<file path="src/rtl/switch_cfg_ctrl.sv">
// Configuration sequencer for a switch register bank: decodes config packets from a
// valid/ready word stream and commits route LUT entries, the dateline mask and table clears.
module switch_cfg_ctrl #(
  parameter int unsigned NUM_OUTPORTS = 4,
  parameter int unsigned TOTAL_NODES  = 16,
  parameter int unsigned TABLE_SIZE   = 8,
  localparam int unsigned PORT_W  = (NUM_OUTPORTS > 1) ? $clog2(NUM_OUTPORTS) : 1,
  localparam int unsigned NODE_W  = (TOTAL_NODES > 1) ? $clog2(TOTAL_NODES) : 1,
  localparam int unsigned IDX_W   = (TABLE_SIZE > 1) ? $clog2(TABLE_SIZE) : 1,
  localparam int unsigned ENTRY_W = 2 * NODE_W + PORT_W + 1,
  localparam int unsigned LUT_W   = TABLE_SIZE * ENTRY_W
) (
  input  logic                    clk,
  input  logic                    n_rst,
  input  logic                    cfg_valid,
  output logic                    cfg_ready,
  input  logic [31:0]             cfg_data,
  input  logic                    cfg_last,
  input  logic                    err_clr,
  output logic [LUT_W-1:0]        route_lut,
  output logic [NUM_OUTPORTS-1:0] dateline,
  output logic                    lut_upd,
  output logic                    busy,
  output logic                    err
);

  localparam logic [3:0] OP_WR_LUT = 4'h1;
  localparam logic [3:0] OP_WR_DL  = 4'h2;
  localparam logic [3:0] OP_CLR    = 4'h3;

  typedef enum logic [2:0] {
    S_IDLE,
    S_LUT_DATA,
    S_DL_DATA,
    S_CLEAR,
    S_DRAIN
  } state_e;

  state_e state_q, state_d;

  logic [ENTRY_W-1:0] lut_q [TABLE_SIZE];
  logic [IDX_W-1:0]   idx_q;
  logic [IDX_W-1:0]   cnt_q;
  logic               pend_q;

  logic       xfer;
  logic [3:0] opcode;
  logic [7:0] hdr_idx;
  logic       hdr_idx_ok;
  logic       cnt_last;
  logic       lut_wr, dl_wr, clr_wr, idx_ld, clr_start, err_set;
  logic       cfg_data_unused;

  assign cfg_ready  = (state_q != S_CLEAR);
  assign busy       = (state_q != S_IDLE);
  assign xfer       = cfg_valid && cfg_ready;
  assign opcode     = cfg_data[31:28];
  assign hdr_idx    = cfg_data[7:0];
  assign hdr_idx_ok = (32'(hdr_idx) < TABLE_SIZE);
  assign cnt_last   = (32'(cnt_q) == TABLE_SIZE - 1);
  // Header bits [27:8] and data bits above the entry/mask width carry no meaning.
  assign cfg_data_unused = &{1'b0, cfg_data};

  for (genvar g = 0; g < TABLE_SIZE; g++) begin : g_flat
    assign route_lut[g*ENTRY_W +: ENTRY_W] = lut_q[g];
  end

  // State register
  always_ff @(posedge clk or negedge n_rst) begin
    if (!n_rst) state_q <= S_IDLE;
    else        state_q <= state_d;
  end

  // Next-state and datapath control decode
  always_comb begin
    state_d   = state_q;
    lut_wr    = 1'b0;
    dl_wr     = 1'b0;
    clr_wr    = 1'b0;
    idx_ld    = 1'b0;
    clr_start = 1'b0;
    err_set   = 1'b0;
    unique case (state_q)
      S_IDLE: begin
        if (xfer) begin
          unique case (opcode)
            OP_WR_LUT: begin
              if (!hdr_idx_ok) begin
                err_set = 1'b1;
                state_d = cfg_last ? S_IDLE : S_DRAIN;
              end else if (cfg_last) begin
                err_set = 1'b1;
              end else begin
                idx_ld  = 1'b1;
                state_d = S_LUT_DATA;
              end
            end
            OP_WR_DL: begin
              if (cfg_last) err_set = 1'b1;
              else          state_d = S_DL_DATA;
            end
            OP_CLR: begin
              clr_start = 1'b1;
              state_d   = S_CLEAR;
            end
            default: begin
              err_set = 1'b1;
              state_d = cfg_last ? S_IDLE : S_DRAIN;
            end
          endcase
        end
      end
      S_LUT_DATA, S_DL_DATA: begin
        if (xfer) begin
          lut_wr  = (state_q == S_LUT_DATA);
          dl_wr   = (state_q == S_DL_DATA);
          err_set = !cfg_last;
          state_d = cfg_last ? S_IDLE : S_DRAIN;
        end
      end
      S_CLEAR: begin
        clr_wr = 1'b1;
        if (cnt_last) begin
          err_set = pend_q;
          state_d = pend_q ? S_DRAIN : S_IDLE;
        end
      end
      S_DRAIN: begin
        if (xfer && cfg_last) state_d = S_IDLE;
      end
      default: state_d = S_IDLE;
    endcase
  end

  // Register bank, clear sequencing and status flags
  always_ff @(posedge clk or negedge n_rst) begin
    if (!n_rst) begin
      for (int i = 0; i < TABLE_SIZE; i++) lut_q[i] <= '0;
      dateline <= '0;
      lut_upd  <= 1'b0;
      err      <= 1'b0;
      idx_q    <= '0;
      cnt_q    <= '0;
      pend_q   <= 1'b0;
    end else begin
      lut_upd <= lut_wr || dl_wr || (clr_wr && cnt_last);
      if (idx_ld) idx_q <= hdr_idx[IDX_W-1:0];
      if (clr_start) begin
        cnt_q  <= '0;
        pend_q <= !cfg_last;
      end else if (clr_wr) begin
        cnt_q <= cnt_q + IDX_W'(1);
      end
      if (lut_wr) lut_q[idx_q] <= cfg_data[ENTRY_W-1:0];
      if (clr_wr) lut_q[cnt_q] <= '0;
      if (dl_wr)  dateline <= cfg_data[NUM_OUTPORTS-1:0];
      // A new error in the same cycle as err_clr keeps the flag set.
      if (err_set)      err <= 1'b1;
      else if (err_clr) err <= 1'b0;
    end
  end

endmodule

</file>
<file path="config.mk">
export PLATFORM = sky130hd
export DESIGN_NAME = switch_cfg_ctrl
export DESIGN_NICKNAME = d
export VERILOG_FILES = /design/src/rtl/switch_cfg_ctrl.sv
export SDC_FILE = /design/constraint.sdc
export NUM_CORES = 1
export LEC_CHECK = 0
export BUFFER_PORTS_ARGS = -buffer_cell sky130_fd_sc_hd__buf_2
export CORE_MARGIN = 5
export CORE_UTILIZATION = 56
export DETAILED_ROUTE_END_ITERATION = 12
export PLACE_DENSITY = 0.94
export SYNTH_ARGS = -nofsm -noshare
export SYNTH_HDL_FRONTEND = slang
export SYNTH_SLANG_ARGS = --single-unit
</file>
<file path="constraint.sdc">
create_clock -name clk -period 4.75 [get_ports clk]
set_clock_uncertainty 0.05 [all_clocks]
set_input_delay 0.2375 -clock clk [delete_from_list [all_inputs] [get_ports clk]]
set_output_delay 0.2375 -clock clk [all_outputs]
set_load 0.05 [all_outputs]
</file>
## Word-level counts from Yosys, hierarchy flattened

Cells that the tools add are included.
Widths: inputs -> output; s select.

| storage, ports and cells | value |
|---|---|
| bits in registers | 104 |
| input bits | 37 |
| output and inout bits | 96 |

| operators by class | value |
|---|---|
| add/subtract/negate cells | 1 |
| order comparisons | 5 |
| equal/unequal tests | 15 |
| mux-type cells | 42 |
| bitwise logic cells | 4 |
| reductions and logical operators | 14 |

Operators by type and width:

| kind | number |
|---|---|
| $mux 88 | 2 |
| $and 88x88->88 | 1 |
| $bwmux 88 | 1 |
| $not 88->88 | 1 |
| $demux 11 s3 | 2 |
| $mux 3 | 11 |
| $mux 11 | 2 |
| $mux 1 | 20 |
| $pmux 3 s4 | 1 |
| $pmux 3 s3 | 1 |
| $eq 4x2->1 const B | 2 |
| $ge 4x4->1 const B | 2 |
| $lt 4x1->1 const B | 2 |
| $lt 8x4->1 const B | 1 |
| $ne 2x2->1 const B | 4 |
| $not 3->4 | 2 |
| $eq 3x2->1 const B | 2 |
| $eq 3x3->1 const B | 2 |
| $pmux 1 s3 | 2 |
| $reduce_and 6->1 | 1 |
| $logic_and 1x1->1 | 5 |
| $eq 4x1->1 const B | 1 |
| $ne 4x4->1 const B | 1 |
| $reduce_bool 2->1 | 2 |
| other kinds (9) | 10 |

## Depth between registers and ports, before layout

| logic depth | value |
|---|---|
| word-level depth | 9 |
| depth in mapped cells | 7 |
| mapped depth without buffers | 6 |

## Worst setup path before layout

No wires, ideal clock.

| timing | value |
|---|---|
| kind | register to register |
| from | register state_q[1] |
| to | register idx_q[0] |
| arrival time | 1.515 ns |
| data required time | 4.575 ns |
| slack | 3.060 ns |
| cell stages (with the launch flop) | 6 |
| clock period less this slack | 1.690 ns |
| path through | dfrtp_1 -> buf_2 -> nor3_2 -> nand4_1 -> nor2_1 -> mux2_2 |

| between the ends | value |
|---|---|
| word-level cells in the longest chain between the ends | 4 |
| elaborated cells on any way between the ends | 5 |
| those cells by class | eq/ne: 1; mux: 2; reduce/logical: 2 |

Ends and longest elaborated chain:

| element | line | text |
|---|---|---|
| start: declaration | 39 | `state_e state_q, state_d;` |
| start signal: assignment | 71 | `else state_q <= state_d;` |
| $ne 3x2->1 | 54 | `assign cfg_ready = (state_q != S_CLEAR);` |
| $logic_and 1x1->1 | 56 | `assign xfer = cfg_valid && cfg_ready;` |
| $mux 1 | 85 | `if (xfer) begin` |
| $mux 1 (*) | 83 | `unique case (state_q)` |
| end signal: assignment | 147 | `if (idx_ld) idx_q <= hdr_idx[IDX_W-1:0];` |
| end: declaration | 42 | `logic [IDX_W-1:0] idx_q;` |

Every way passes the cells marked *; elsewhere a longest branch is shown, timed or not.
A chain may end at the register's enable or synchronous reset.

## Worst setup path after layout

| timing | value |
|---|---|
| from | register state_q[0] |
| to | register lut_q, in the netlist route_lut[46] |

| between the ends | value |
|---|---|
| word-level cells in the longest chain between the ends | 7 |
| elaborated cells on any way between the ends | 12 |
| those cells by class | eq/ne: 4; mux: 5; bitwise: 1; reduce/logical: 2 |

Ends and longest elaborated chain:

| element | line | text |
|---|---|---|
| $ne 3x2->1 | 54 |  |
| $logic_and 1x1->1 | 56 |  |
| $mux 1 | 114 | `if (xfer) begin` |
| $mux 1 | 83 |  |
| $mux 88 | 154 | `if (lut_wr) lut_q[idx_q] <= cfg_data[ENTRY_W-1:0];` |
| $and 88x88->88 (no line) | -- |  |
| $mux 88 (*) | 155 | `if (clr_wr) lut_q[cnt_q] <= '0;` |
| end signal: indexed assignment | 154 |  |
| end: declaration | 41 | `logic [ENTRY_W-1:0] lut_q [TABLE_SIZE];` |

Marks and branches as above.

==> impl_metrics.yaml <==
worst_setup_path:
  worstPathMaxFanout: 15
  crit_chain: "and3b_1 > inv_2 > nor3_1 > nor2_1"
  crit_required_ns: 4.89
  critical_path.max_stage_delay_ns: 1.04
  cp_slowest_cell: "nor3_1"
  cp_data_arrival_time_ns: 2.76
  endpoint_kind: "flip-flop"
  cp-start-kind: "flip-flop"
  worstSetupPathType: "flip-flop to flip-flop"
layout:
  layout_commonest_cell: "buf_2"
  multi_input_area_sq_um: 1880
  design_area_sq_um: 5500
  antennaDiodeCount: 0
  synthToLayoutAreaGrowth_pct: 17.1
  layout.nets: 545
  fin_cells: 616
  fillers: 625
  drive_gt1_share_pct: 30.7
  most-common-layout-cells: "buf_2 (114), dfrtp_1 (104), nor2_1 (98)"
  seq_area_sq_um: 2600
clocking:
  clkTransAtPathRegs_ns: 0.10
  insertion_delay_ns: 0.35
  cts_tree: "done"
  h-tree-depth: 3
  clk_path_buf_depth: 2
  root_buffer: "clkbuf_8"
  numCtsBuffers: 9
  clock_sinks: 104
  cts_resized: 0
synthesis:
  synth-seq-cells: 104
  synth.area.mux_share_pct: 21.6
  synth_edf_count: 0
  ys_warn_count: 0
  synth_ff_type: "dfrtp_1"
  synth_xor_area_share_pct: 0.187
  synth_compound_area_share_pct: 2.51
  synth_simple_gate_area_share_pct: 15.3
  synth-adder-area-share_pct: 0.533
  synth_nets: 449
  synth_top_family_by_area: "multiplexers"
  syn-mean-instance-area_sq_um: 11.5
  async_flop_share_pct: 100
  ys_types: 41
  synthCells: 410
  synth.cell_area_sq_um: 4690
  ys_seq_area_share_pct: 55.4
global_routing:
  gr-total-overflow: 0
  antenna_found_initial: 0
  grt_pass1_vias: 3514
  grt_pass1_wl_microns: 18500
  grt_start_max_net_pins: 55
  grt.total_usage_pct: 23.5
floorplan:
  ios: 133
  die_area_sq_um: 10300
  die_height_microns: 102
  core_sq_um: 8180
  die_w_microns: 102
  fp-row-count: 33
  initial_utilization_pct: 57.4
sta:
  period_share_pct: 55.2
  slew_headroom_pct: 13.3
  rsz0062_at_grt: "false"
  layout_min_cycle_time_ns: 2.62
  finalSetupViolations: 0
  max_freq_mhz: 381
  hold_viol_final: 0
  slew_violations: 0
  worst_slew_pin_slew_ns: 1.29
  fin_ws_ns: 2.13
  tns_ns: 0
detailed_routing:
  wl_met3_microns: 1020
  viasPerCell: 5.54
  highest_layer: "met4"
  firstDrtPassIters: 4
  drt-met1-wl_microns: 5070
  met2_length_microns: 5400
  ant_nets: 0
  num_vias: 3412
  drt_wl_total_microns: 11600
  drtIter0Drc: 149
  drc: 0
  wl_per_cell_microns: 18.9
placed_design:
  dp_slack_ns: 2.21
  io_buffers: 115
  dp_hpwl_microns: 8120
  gp_congestion: 0.956
  placedCellCount: 599
  placed_cell_area_sq_um: 5250
power_and_ir_drop:
  total_power_uw: 2280
  irDropWorstVdd_mv: 0.478
  p_switching_uw: 798
  sw_frac_of_total_pct: 35.1
  p_comb_share_pct: 25.8
  p_int_uw: 1480
  p_leak_uw: 0.00319
  powerDensity_nw_per_um2: 414
  sequentialPowerShare_pct: 46.6
  power_frac_clock_pct: 27.6
outcome:
  status: "completed"
run:
  maxCapViolations: 0
hold_path:
  holdCritPathClass: "input pin to flip-flop"
[metrics by stage]
stage | util (%) | hold WS [ns]
finish | 67.2 | 0.190
floorplan | - | -0.108
global placement | 64.2 | 0.244
detailed placement | 64.2 | 0.255
global route | 67.2 | 0.200
CTS | 67.2 | 0.171
[area by class of cell]
cell class | count | share of cell area [%]
Multi-Input combinational cell | 265 | 34.3
Timing Repair Buffer | 120 | 11.2
Tap cell | 105 | 2.39
Clock inverter | 4 | 1.34
Inverter | 6 | 0.410
Clock buffer | 12 | 3.00
Sequential cell | 104 | 47.3
[critical path: cells and delay by family (launching register included)]
kind	cells	cell delay (ns)
and+or+nand+nor	3	1.57
buffers and inverters	1	0.14
DFF	1	0.69
[sequential cells by signal, summed over array words and instances (netlist names)]
signal and count:
idx_q 3, pend_q 1, state_q 3, lut_upd 1, cnt_q 3, dateline 4
err 1, route_lut 88
[power by group through the flow]
stage | clock network [uW] | registers (uW) | logic [uW]
6_report | 629 | 1060 | 587
5_1_grt | 677 | 1070 | 634
4_1_cts | 645 | 1060 | 592
3_5_place_dp | 0 | 1070 | 591
3_3_place_gp | 0 | 1070 | 575
2_1_floorplan | 0 | 1280 | 223
[cell families (layout without fill, tap and decap cells)]
kind of cell,Yosys count,in the layout
muxes,100,100
and+or+nand+nor,145,145
adders and majority gates,2,2
DFF,104,104
AOI/OAI and AO/OA,17,17
xor gates and xnor gates,1,1
buffers and inverters,41,142
[layer usage]
layer | global-route usage, % | vias up
met2 | 37.1 | 139
met3 | 4.89 | 14
met4 | 7.36 | 0
met5 | 0 | -
li1 | - | 1569
met1 | 32.9 | 1690
[repair_timing]
| action | in CTS | in global routing |
|---|---|---|
| hold buffers | 1 | 0 |
| hold endpoints to repair | 50 | 0 |
| buffers inserted | 0 | 0 |
[synthesized netlist by cell type (2+ instances only)]
library cell    n  area share [%]
a21oi_1         5            0.53
and4bb_2        2            0.53
buf_2          22             2.3
buf_4           3            0.48
buf_6           2            0.48
clkbuf_1        7            0.56
dfrtp_1       104              55
ha_1            2            0.53
inv_1           5            0.40
mux2_2         10             2.4
mux2i_1        89              19
nand2_1        11            0.88
nand2b_1        3            0.40
nand3_1         6            0.64
nand4_1         3            0.40
nand4b_1        2            0.37
nor2_1         98             7.8
nor3_1          7            0.75
nor3_2          3            0.64
nor4b_1         2            0.37
nor4b_4         2             1.0
o21ai_0         3            0.32
[final timing paths]
path                                         startpoint                      end  slack [ns]  cells past startpoint
worst max register to register   state_q[0]$_DFFE_PN0P_  route_lut[46]$_DFF_PN0_        2.13                      4
worst max-delay path             state_q[0]$_DFFE_PN0P_  route_lut[46]$_DFF_PN0_        2.13                      4
min in group asynchronous                         n_rst  route_lut[14]$_DFF_PN0_        0.38                      2
worst min-delay path                          cfg_valid          err$_DFFE_PN0P_        0.19                      3
max in group asynchronous                         n_rst  route_lut[55]$_DFF_PN0_        3.12                      3
worst min register to register  dateline[0]$_DFFE_PN0P_  dateline[0]$_DFFE_PN0P_        0.47                      1
(Power assumes the default switching activity.)
